### src/rtl/norm_pkg.sv
// Shared definitions for the norm pipeline: operand widths, FP zero, feeder states.
package norm_pkg;

    localparam int unsigned DEF_WORD  = 24;
    localparam int unsigned DEF_LEN_W = 16;

    // Encoding used to pad the y operand of an odd-length vector.
    localparam logic [DEF_WORD-1:0] FP_ZERO = 24'h000000;

    typedef enum logic [2:0] {
        ST_IDLE,
        ST_CLEAR,
        ST_GET_X,
        ST_GET_Y,
        ST_ISSUE,
        ST_WAIT,
        ST_DONE
    } state_e;

    // States in which the feeder takes elements from the input stream.
    function automatic logic takes_input(input state_e s);
        return (s == ST_GET_X) || (s == ST_GET_Y);
    endfunction

endpackage

### src/rtl/norm_feeder.sv
// Pairs a stream of vector elements into (x, y) operands for the norm
// accumulator and sequences its clear/enable strobes for one vector per start.
module norm_feeder #(
    parameter int unsigned      WORD    = norm_pkg::DEF_WORD,
    parameter int unsigned      LEN_W   = norm_pkg::DEF_LEN_W,
    parameter logic [WORD-1:0]  FP_ZERO = WORD'(norm_pkg::FP_ZERO)
) (
    input  logic              clk,
    input  logic              rst,
    input  logic              start,
    input  logic [LEN_W-1:0]  vec_len,
    input  logic [WORD-1:0]   in_data,
    input  logic              in_valid,
    output logic              in_ready,
    output logic [WORD-1:0]   x,
    output logic [WORD-1:0]   y,
    output logic              acc_en,
    output logic              acc_clr,
    output logic              busy,
    output logic              done,
    output logic              len_err
);

    norm_pkg::state_e   state_q, state_d;
    logic [LEN_W-1:0]   rem_q, rem_d;
    logic [WORD-1:0]    x_q, x_d;
    logic [WORD-1:0]    y_q, y_d;
    logic               in_ready_q, in_ready_d;
    logic               acc_en_q, acc_en_d;
    logic               acc_clr_q, acc_clr_d;
    logic               busy_q, busy_d;
    logic               done_q, done_d;
    logic               len_err_q, len_err_d;
    logic               xfer_c;

    // in_ready_q already reflects the current state, so this is the handshake.
    assign xfer_c = in_valid & in_ready_q;

    // State register.
    always_ff @(posedge clk or negedge rst) begin
        if (!rst) begin
            state_q <= norm_pkg::ST_IDLE;
        end else begin
            state_q <= state_d;
        end
    end

    // Next-state, element counting, operand capture and registered strobe decode.
    always_comb begin
        state_d   = state_q;
        rem_d     = rem_q;
        x_d       = x_q;
        y_d       = y_q;
        len_err_d = 1'b0;

        unique case (state_q)
            norm_pkg::ST_IDLE: begin
                if (start) begin
                    if (vec_len != '0) begin
                        rem_d   = vec_len;
                        state_d = norm_pkg::ST_CLEAR;
                    end else begin
                        len_err_d = 1'b1;
                    end
                end
            end
            norm_pkg::ST_CLEAR: begin
                state_d = norm_pkg::ST_GET_X;
            end
            norm_pkg::ST_GET_X: begin
                if (xfer_c) begin
                    x_d   = in_data;
                    rem_d = rem_q - LEN_W'(1);
                    if (rem_q == LEN_W'(1)) begin
                        // Odd tail: pair the last element with zero.
                        y_d     = FP_ZERO;
                        state_d = norm_pkg::ST_ISSUE;
                    end else begin
                        state_d = norm_pkg::ST_GET_Y;
                    end
                end
            end
            norm_pkg::ST_GET_Y: begin
                if (xfer_c) begin
                    y_d     = in_data;
                    rem_d   = rem_q - LEN_W'(1);
                    state_d = norm_pkg::ST_ISSUE;
                end
            end
            norm_pkg::ST_ISSUE: begin
                state_d = (rem_q == '0) ? norm_pkg::ST_WAIT : norm_pkg::ST_GET_X;
            end
            norm_pkg::ST_WAIT: begin
                state_d = norm_pkg::ST_DONE;
            end
            norm_pkg::ST_DONE: begin
                state_d = norm_pkg::ST_IDLE;
            end
            default: begin
                state_d = norm_pkg::ST_IDLE;
            end
        endcase

        // Strobes are decoded from the next state so the registered copies
        // line up with the state they belong to.
        in_ready_d = norm_pkg::takes_input(state_d);
        acc_clr_d  = (state_d == norm_pkg::ST_CLEAR);
        acc_en_d   = (state_d == norm_pkg::ST_ISSUE);
        busy_d     = (state_d != norm_pkg::ST_IDLE);
        done_d     = (state_d == norm_pkg::ST_DONE);
    end

    // Datapath and output registers.
    always_ff @(posedge clk or negedge rst) begin
        if (!rst) begin
            rem_q      <= '0;
            x_q        <= '0;
            y_q        <= '0;
            in_ready_q <= 1'b0;
            acc_en_q   <= 1'b0;
            acc_clr_q  <= 1'b0;
            busy_q     <= 1'b0;
            done_q     <= 1'b0;
            len_err_q  <= 1'b0;
        end else begin
            rem_q      <= rem_d;
            x_q        <= x_d;
            y_q        <= y_d;
            in_ready_q <= in_ready_d;
            acc_en_q   <= acc_en_d;
            acc_clr_q  <= acc_clr_d;
            busy_q     <= busy_d;
            done_q     <= done_d;
            len_err_q  <= len_err_d;
        end
    end

    assign in_ready = in_ready_q;
    assign x        = x_q;
    assign y        = y_q;
    assign acc_en   = acc_en_q;
    assign acc_clr  = acc_clr_q;
    assign busy     = busy_q;
    assign done     = done_q;
    assign len_err  = len_err_q;

endmodule
### config.mk
export PLATFORM = sky130hd
export DESIGN_NAME = norm_feeder
export DESIGN_NICKNAME = d
export VERILOG_FILES = /design/src/rtl/norm_pkg.sv /design/src/rtl/norm_feeder.sv
export SDC_FILE = /design/constraint.sdc
export NUM_CORES = 1
export LEC_CHECK = 0
export ABC_AREA = 1
export BUFFER_PORTS_ARGS = -buffer_cell sky130_fd_sc_hd__buf_2
export CAP_MARGIN = 30
export CORE_MARGIN = 2
export CORE_UTILIZATION = 45
export CTS_CLUSTER_DIAMETER = 120
export DETAILED_ROUTE_END_ITERATION = 8
export PLACE_DENSITY = 0.71
export SLEW_MARGIN = 30
export SYNTH_ARGS = -nofsm -noshare
export SYNTH_HDL_FRONTEND = slang
export SYNTH_SLANG_ARGS = --single-unit
### constraint.sdc
create_clock -name clk -period 3.8 [get_ports clk]
set_input_delay 0.19 -clock clk [delete_from_list [all_inputs] [get_ports clk]]
set_output_delay 0.19 -clock clk [all_outputs]
set_load 0.02 [all_outputs]
# Word-level counts from Yosys, hierarchy flattened
# Cells that the tools add are included.
# W data, S select, Z words.
word_totals:
  ff_bits: 73
  inputBits: 44
  out_inout_bits: 54
  wordCells: 58
classes:
  addsub: 1
  eq_ne: 17
  muxes: 18
  bitwise_logic: 1
  reduce_logical: 11
ops:
  columns: ["cell", "count"]
  rows:
  - ["$mux W24", 3]
  - ["$mux W16", 3]
  - ["$pmux W24 S2", 1]
  - ["$pmux W16 S2", 1]
  - ["$mux W3", 6]
  - ["$pmux W3 S6", 1]
  - ["$eq A16 B1 Y1 const B", 1]
  - ["$logic_not A16 Y1", 1]
  - ["$reduce_bool A16 Y1", 1]
  - ["$sub A16 B1 Y16 const B", 1]
  - ["$eq A3 B2 Y1 const B", 4]
  - ["$eq A3 B3 Y1 const B", 4]
  - ["$ne A2 B2 Y1 const B", 5]
  - ["$reduce_and A4 Y1", 2]
  - ["$eq A3 B1 Y1 const B", 2]
  - ["$reduce_bool A2 Y1", 2]
  - ["$logic_not A3 Y1", 1]
  - ["$mux W1", 3]
  - ["$reduce_bool A3 Y1", 1]
  - ["$ne A2 B1 Y1 const B", 1]
  - ["$reduce_and A2 Y1", 1]
  - ["$reduce_or A2 Y1", 1]
  - ["$and A1 B1 Y1", 1]
  - ["$logic_or A1 B1 Y1", 1]

# Depth between registers and ports, before layout
# Gate-level depths: netlist of the first run.
depth:
  word_depth: 6
  ltp_mapped: 11
  mapped_depth_nobuf: 11

# Worst setup path before layout of the first run
# Ideal clock, no wire load.
synth_path:
  path_kind: "reg-to-reg"
  start: "register rem_q[1]"
  end: "register y_q[10] (netlist: y[10])"
  setup_time_ns: 0.120
  t_arrival_ns: 1.347
  required_ns: 3.680
  setup_slack_ns: 2.332
  stages_incl_launch_ff: 9
  path_buffers: 1
  period_less_slack_ns: 1.468
  cell_sequence: "dfrtp_1 > inv_1 > ha_1 > nand2_1 > nor2_2 > a21oi_4 > clkbuf_1 > o21ai_0 > nand2_1"
synth_via:
  elab_chain_len: 3
synth_lines:
  columns: ["item", "line_no", "source"]
  rows:
  - ["from (decl)", "norm_feeder.sv:25", "logic [LEN_W-1:0] rem_q, rem_d;"]
  - ["from (signal assigned)", "norm_feeder.sv:126", "rem_q <= rem_d;"]
  - ["$eq A16 B1 Y1", "norm_feeder.sv:74", "if (rem_q == LEN_W'(1)) begin"]
  - ["$ne A2 B2 Y1 (no line)", null, null]
  - ["$reduce_and A4 Y1 (no line)", null, null]
  - ["to (signal assigned)", "norm_feeder.sv:128", "y_q <= y_d;"]
  - ["to (decl)", "norm_feeder.sv:27", "logic [WORD-1:0] y_q, y_d;"]
# Every way passes these cells.
# A chain may end at the register's enable or synchronous reset.

# Final worst setup path of the first run
layout_path:
  start: "register state_q[1]"
  end: "register x_q[7] (netlist: x[7])"
layout_via:
  elab_chain_len: 2
layout_lines:
  columns: ["item", "line_no", "source"]
  rows:
  - ["from (decl)", "norm_feeder.sv:24", "norm_pkg::state_e state_q, state_d;"]
  - ["from (signal assigned)", "norm_feeder.sv:42", "state_q <= norm_pkg::ST_IDLE;"]
  - ["from (signal assigned)", "norm_feeder.sv:44", "state_q <= state_d;"]
  - ["$eq A3 B2 Y1", "norm_feeder.sv:56", "unique case (state_q)"]
  - ["$reduce_and A2 Y1 (no line)", null, null]
  - ["to (signal assigned)", "norm_feeder.sv:117", "x_q <= '0;"]
  - ["to (signal assigned)", "norm_feeder.sv:127", "x_q <= x_d;"]
  - ["to (decl)", "norm_feeder.sv:26", "logic [WORD-1:0] x_q, x_d;"]
# Every way passes these cells.

==> impl_metrics.env, run 1 <==
export IMPL_outcome="complete, no violations"
export IMPL_drcViolationCount=0
export IMPL_area_growth_syn_to_layout_pct=20.6
export IMPL_numPortBuffers=97
export IMPL_synth_cell_type_count=27
export IMPL_place_inst=663
export IMPL_rsz0062_at_grt="false"
export IMPL_chipHeight_um=93.6
export IMPL_gp_congestion=0.890
export IMPL_clock_latency_ns=0.35
export IMPL_critPathKind="register to register"
export IMPL_final_nets=620
export IMPL_cts_resized=0
export IMPL_antenna_found_initial=0
export IMPL_maxSlewHeadroom=0.551
export IMPL_ys_seq_area_frac=0.505
export IMPL_clock_fmax_mhz=431
export IMPL_dieArea_mm2=0.00877
export IMPL_setup_viol=0
export IMPL_clkTransAtPathRegs_ns=0.09
export IMPL_arrival_ns=2.55
export IMPL_grt_max_degree=74
export IMPL_core_mm2=0.00777
export IMPL_regArea_mm2=0.00183
export IMPL_fin_util=0.561
export IMPL_track_usage=0.218
export IMPL_multiInputGateArea_mm2=0.00160
export IMPL_period_minus_slack_ns=2.32
export IMPL_r2r_end="x[7]"
export IMPL_wl_met3_um=544
export IMPL_wirelength_um=9030
export IMPL_grt_ovfl_total=0
export IMPL_ctsHtreeMaxLevel=3
export IMPL_setup_tns_ns=0
export IMPL_syn_nets=527
export IMPL_cts_tree="yes"
export IMPL_post_route_period_util=0.611
export IMPL_start_util=0.465
export IMPL_yosys_register_bits=73
export IMPL_clk_path_buf_depth=2
export IMPL_max_cap_violations=0
export IMPL_crit_fanout=27
export IMPL_netlist_instances=480
export IMPL_hold_end="x[11]"
export IMPL_vias=3370
export IMPL_r2r_slack_ns=1.48
export IMPL_synthArstFlopShare=1.00
export IMPL_numCtsBuffers=9
export IMPL_critical_path_required_ns=4.03
export IMPL_final_antenna_net_count=0
export IMPL_yosys_warnings=0
export IMPL_r2r_worst_path_cells=7
export IMPL_postCtsSetupBuffers=0
export IMPL_rows=32
export IMPL_grt_first_pass_wirelength_um=15000
export IMPL_die_w_um=93.6
export IMPL_cp_start_kind="register"
export IMPL_hold_slack_ns=0.0538
export IMPL_drt_met1_wl_um=3990
export IMPL_n_antenna_cell=0
export IMPL_finClkSkew_ns=0.0115
export IMPL_hold_violations=0
export IMPL_cp_end_kind="register"
export IMPL_min_path_cells=3
export IMPL_io_pins=98
export IMPL_final_instance_count_excl_fill=680
export IMPL_vdd_drop_max_mv=0.349
export IMPL_hold_buffers=0
export IMPL_tightest_slew_ns=0.672
export IMPL_route_met2_wl_um=4340
export IMPL_synth_area_mm2=0.00361
export IMPL_firstDrtPassIters=4
export IMPL_min_from="in_data[11]"
export IMPL_cts_root_buf="clkbuf_8"
export IMPL_hold_class="input port to register"
export IMPL_synth_avg_cell_area_um2=7.53
export IMPL_grt_pass1_vias=3210
export IMPL_post_drt_wl_per_cell_um=13.3
export IMPL_p_leak_nw=2.53
export IMPL_clock_sinks=73
export IMPL_powerDensity_mw_per_mm2=824
export IMPL_nFillCells=750
export IMPL_via_per_inst=4.96
export IMPL_r2r_start="state_q[1]"
export IMPL_drive_gt1_frac=0.228
export IMPL_top_layer="met4"
export IMPL_synth_edf_count=0
export IMPL_finalMaxSlewViolations=0
export IMPL_synth_main_ff_cell="dfrtp_1"
export IMPL_place_hpwl_um=6350
export IMPL_drtIter0Drc=133
==> worst max-delay path, stage by stage (launching register included) <==
cell and delay (ns):
dfrtp_1 0.40, inv_2 0.07, nor2_4 0.35, nand2_4 0.29
nor2_4 0.55, inv_2 0.35, nand2_1 0.13, nand2_1 0.06
==> synth_stat cells (all sizes together), types with 3 or more instances <==
cell type / n / area, µm²
nand2: 209 / 792
dfrtp: 73 / 1830
nor2: 52 / 236
nand3: 43 / 220
o21ai: 41 / 216
inv: 30 / 113
buf: 10 / 56.3
clkbuf: 6 / 22.5
a21oi: 4 / 31.3
ha: 3 / 37.5
nor3: 3 / 15.0
==> per-stage QoR <==
stage	power (W)	cell area, µm²	setup WS [ns]
floorplan	0.00252	3610	2.33
global placement	0.00299	4150	1.52
detailed placement	0.00302	4150	1.44
CTS	0.00360	4340	1.44
global route	0.00390	4360	1.24
finish	0.00359	4360	1.48
==> cell families after synthesis <==
family	count (synthesis)	share of synthesized area
fa+ha+maj	3	0.0104
flops	73	0.505
buf+inv	46	0.0530
simple gates	309	0.353
xor+xnor	1	0.00242
compound gates	47	0.0727
mux	1	0.00277
==> layout by cell type (no fill, tap or decap), drive strengths merged <==
cell type,instances
dfrtp,73
xor2,1
a21oi,4
o21ai,41
clkbuf,11
dlygate4sd3,1
clkinv,2
nand4,1
mux2i,1
nor3,3
nand2,209
clkinvlp,2
nand3b,1
a21boi,1
o21bai,1
nand3,43
buf,97
ha,3
inv,31
nor2,52
==> registers in the layout (all words and copies together) (netlist names) <==
register,count
rem_q,16
x,24
acc_clr,1
done,1
state_q,3
in_ready,1
busy,1
len_err,1
acc_en,1
y,24
==> layer usage <==
| layer | track usage | vias to the layer above |
|---|---|---|
| met5 | 0 | - |
| met4 | 0.0857 | 0 |
| met3 | 0.0516 | 11 |
| met2 | 0.353 | 98 |
| met1 | 0.283 | 1565 |
| li1 | - | 1696 |
==> area by class of cell <==
type,count,area share
Sequential cell,73,0.419
Inverter,30,0.0258
Clock buffer,11,0.0347
Multi-Input combinational cell,361,0.367
Clock inverter,5,0.00861
Tap cell,102,0.0293
Timing Repair Buffer,98,0.115
==> worst max-delay path by stage <==
stage                from  endpoint  slack [ns]  depth (start not counted)
2_1_floorplan    rem_q[1]     y[10]        2.33                          8
3_3_place_gp   state_q[1]      x[6]        1.52                          7
3_5_place_dp   state_q[2]     x[20]        1.44                          6
4_1_cts        state_q[2]     x[20]        1.44                          6
5_1_grt        state_q[1]     x[20]        1.24                          7
6_report       state_q[1]      x[7]        1.48                          7
==> report_power, final <==
group          switching, W  internal (W)  leakage [nW]
registers          0.000223       0.00108         0.946
logic               0.00120      0.000514          1.49
clock network      0.000303      0.000275        0.0919
No activity file was read; power rests on OpenSTA's default activity.
==> run 2, diff against run 1 <==
Settings changed: ABC_AREA 1 to 0, PLACE_DENSITY 0.71 to 0.74.
Clock period 3.8 ns to 1.9 ns, I/O delays scaled along.
==> impl_metrics.env, run 2 <==
export IMPL_numPortBuffers=97
export IMPL_multiInputGateArea_mm2=0.00150
export IMPL_grt_first_pass_wirelength_um=15000
export IMPL_syn_nets=376
export IMPL_numCtsBuffers=9
export IMPL_post_drt_wl_per_cell_um=15.9
export IMPL_finClkSkew_ns=0.0103
export IMPL_synth_area_top_cells="dfrtp_1 53%, mux2_2 7.8%, nand4_1 4.9%"
export IMPL_final_nets=508
export IMPL_combPwrFrac=0.496
export IMPL_rows=32
export IMPL_clock_latency_ns=0.35
export IMPL_ctsHtreeMaxLevel=3
export IMPL_core_mm2=0.00761
export IMPL_place_hpwl_um=6190
export IMPL_yosys_register_bits=73
export IMPL_clock_sinks=73
export IMPL_critical_path_required_ns=2.13
export IMPL_post_route_period_util=1.09
export IMPL_netSwitchingFraction=0.439
export IMPL_setup_viol=5
export IMPL_cp_start_kind="register"
export IMPL_crit_fanout=2
export IMPL_io_pins=98
export IMPL_die_w_um=91.9
export IMPL_setup_tns_ns=-0.497
export IMPL_max_cap_violations=0
export IMPL_violations="negative setup slack"
export IMPL_drive_gt1_frac=0.401
export IMPL_dieArea_mm2=0.00844
export IMPL_rsz0062_at_grt="true"
export IMPL_track_usage=0.221
export IMPL_layout_common_cells="97 x buf_2, 73 x dfrtp_1, 29 x inv_1"
export IMPL_final_common_cell="buf_2"
export IMPL_finalMaxSlewViolations=0
export IMPL_drtIter0Drc=144
export IMPL_n_antenna_cell=0
export IMPL_gp_congestion=0.886
export IMPL_dp_slack_ns=-0.168
export IMPL_grt_max_degree=74
export IMPL_power_frac_clock=0.143
export IMPL_synth_edf_count=0
export IMPL_vias=3140
export IMPL_synth_most_common_cell="dfrtp_1"
export IMPL_synth_cell_type_count=54
export IMPL_arrival_ns=2.30
export IMPL_nFillCells=650
export IMPL_grt_ovfl_total=0
export IMPL_clkTransAtPathRegs_ns=0.08
export IMPL_regArea_mm2=0.00183
export IMPL_synthArstFlopShare=1.00
export IMPL_maxSlewHeadroom=0.634
export IMPL_drcViolationCount=0
export IMPL_p_leak_nw=2.13
export IMPL_ys_top_cells_by_count="73 x dfrtp_1, 29 x inv_1, 28 x nand2_1"
export IMPL_ys_seq_area_frac=0.526
export IMPL_grt_pass1_vias=3042
export IMPL_wirelength_um=9040
export IMPL_cp_end_kind="register"
export IMPL_powerDensity_mw_per_mm2=1640
export IMPL_final_antenna_net_count=0
export IMPL_antenna_found_initial=0
export IMPL_cts_root_buf="clkbuf_8"
export IMPL_critPathKind="register to register"
export IMPL_synth_area_mm2=0.00347
export IMPL_hold_class="input port to register"
export IMPL_vdd_drop_max_mv=0.576
export IMPL_yosys_warnings=0
export IMPL_outcome="finished, violations left"
export IMPL_p_sw_w=0.00335
export IMPL_p_seq_frac=0.361
export IMPL_setup_ws_ns=-0.164
export IMPL_cts_tree="yes"
export IMPL_tightest_slew_ns=0.544
export IMPL_synth_area_leader_cell="dfrtp_1"
export IMPL_firstDrtPassIters=4
export IMPL_hold_violations=0
export IMPL_clock_fmax_mhz=484
export IMPL_via_per_inst=5.53
export IMPL_netlist_instances=329
export IMPL_p_int_w=0.00428
export IMPL_area_growth_syn_to_layout_pct=33.7
export IMPL_period_minus_slack_ns=2.06
export IMPL_start_util=0.457
export IMPL_synth_avg_cell_area_um2=10.6
export IMPL_chipHeight_um=91.9
export IMPL_clk_path_buf_depth=2
export IMPL_synth_top_area_share=0.526
export IMPL_synth_main_ff_cell="dfrtp_1"
==> run 2: cell types whose count changed in the layout (fill, tap and decap cells not counted), sizes merged, moves of 5 or more <==
cell and delta:
nor2 -43, o21ai -17, buf +28, o211ai +8, nand4 +26, o221ai +13
nand3 -38, dlygate4sd3 +18, nor4 +7, nand2 -181, mux2 +24, o31a +5
==> run 2: metrics by stage <==
stage / cell area [µm²] / total power [W] / utilization / std cells / hold slack, ns
final: 4650 / 0.00763 / 0.611 / 568 / 0.0144
after detailed placement: 4230 / 0.00643 / 0.556 / 532 / 0.154
after floorplan: 3500 / 0.00514 / - / 329 / -0.201
after CTS: 4610 / 0.00760 / 0.606 / 566 / 0.0000892
after global placement: 4230 / 0.00633 / 0.556 / 532 / 0.149
after global routing: 4650 / 0.00813 / 0.611 / 568 / 0.00403
==> run 2: repair_timing <==
| action | 4_1_cts | 5_1_grt |
|---|---|---|
| hold endpoints to repair | 91 | 1 |
| pin swaps | 2 | 3 |
| setup endpoints to repair | 4 | 19 |
| setup buffers | 0 | 1 |
| hold buffers | 18 | 1 |
| gates resized for setup | 5 | 5 |
==> run 2: final timing paths <==
kind,start,end,slack [ns],cells past startpoint
min reg2reg,x[6],x[6],0.50,1
min,in_data[4],x[4],0.01,2
max reg2reg,rem_q[12],state_q[1],-0.16,4
max,rem_q[12],state_q[1],-0.16,4
min in group asynchronous,rst,rem_q[5],0.29,3
max in group asynchronous,rst,y[12],1.28,3
==> run 2: routing by layer <==
metal / share of wire / global-route usage
met4: 0.015 / 0.0709
met2: 0.48 / 0.357
met1: 0.45 / 0.302
met5: 0 / 0
met3: 0.054 / 0.0435
==> run 2: layout make-up <==
class,count,share of cell area
well taps,102,0.0275
clock inverters,6,0.00915
flip-flops and latches,73,0.393
repair buffers,144,0.197
inverters,29,0.0234
multi-input cells,204,0.323
clock buffers,10,0.0275
==> run 2: cells by family after synthesis <==
group / after synthesis / synth area share
fa+ha+maj: 3 / 0.0108
mux: 25 / 0.0807
simple gates: 100 / 0.163
compound gates: 76 / 0.156
buf+inv: 52 / 0.0634
flops: 73 / 0.526
==> run 2: worst max-delay path: stages, from the launching register on <==
cell and delay, ns:
dfrtp_1 0.39, or4_4 0.54, or3_4 0.35, or3b_1 0.38
a221o_1 0.30
==> run 2: power groups by stage <==
stage	Combinational, W	Clock (W)	Sequential [W]
2_1_floorplan	0.00179	0	0.00335
3_3_place_gp	0.00360	0	0.00272
3_5_place_dp	0.00368	0	0.00275
4_1_cts	0.00376	0.00111	0.00273
5_1_grt	0.00410	0.00118	0.00285
6_report	0.00378	0.00109	0.00276
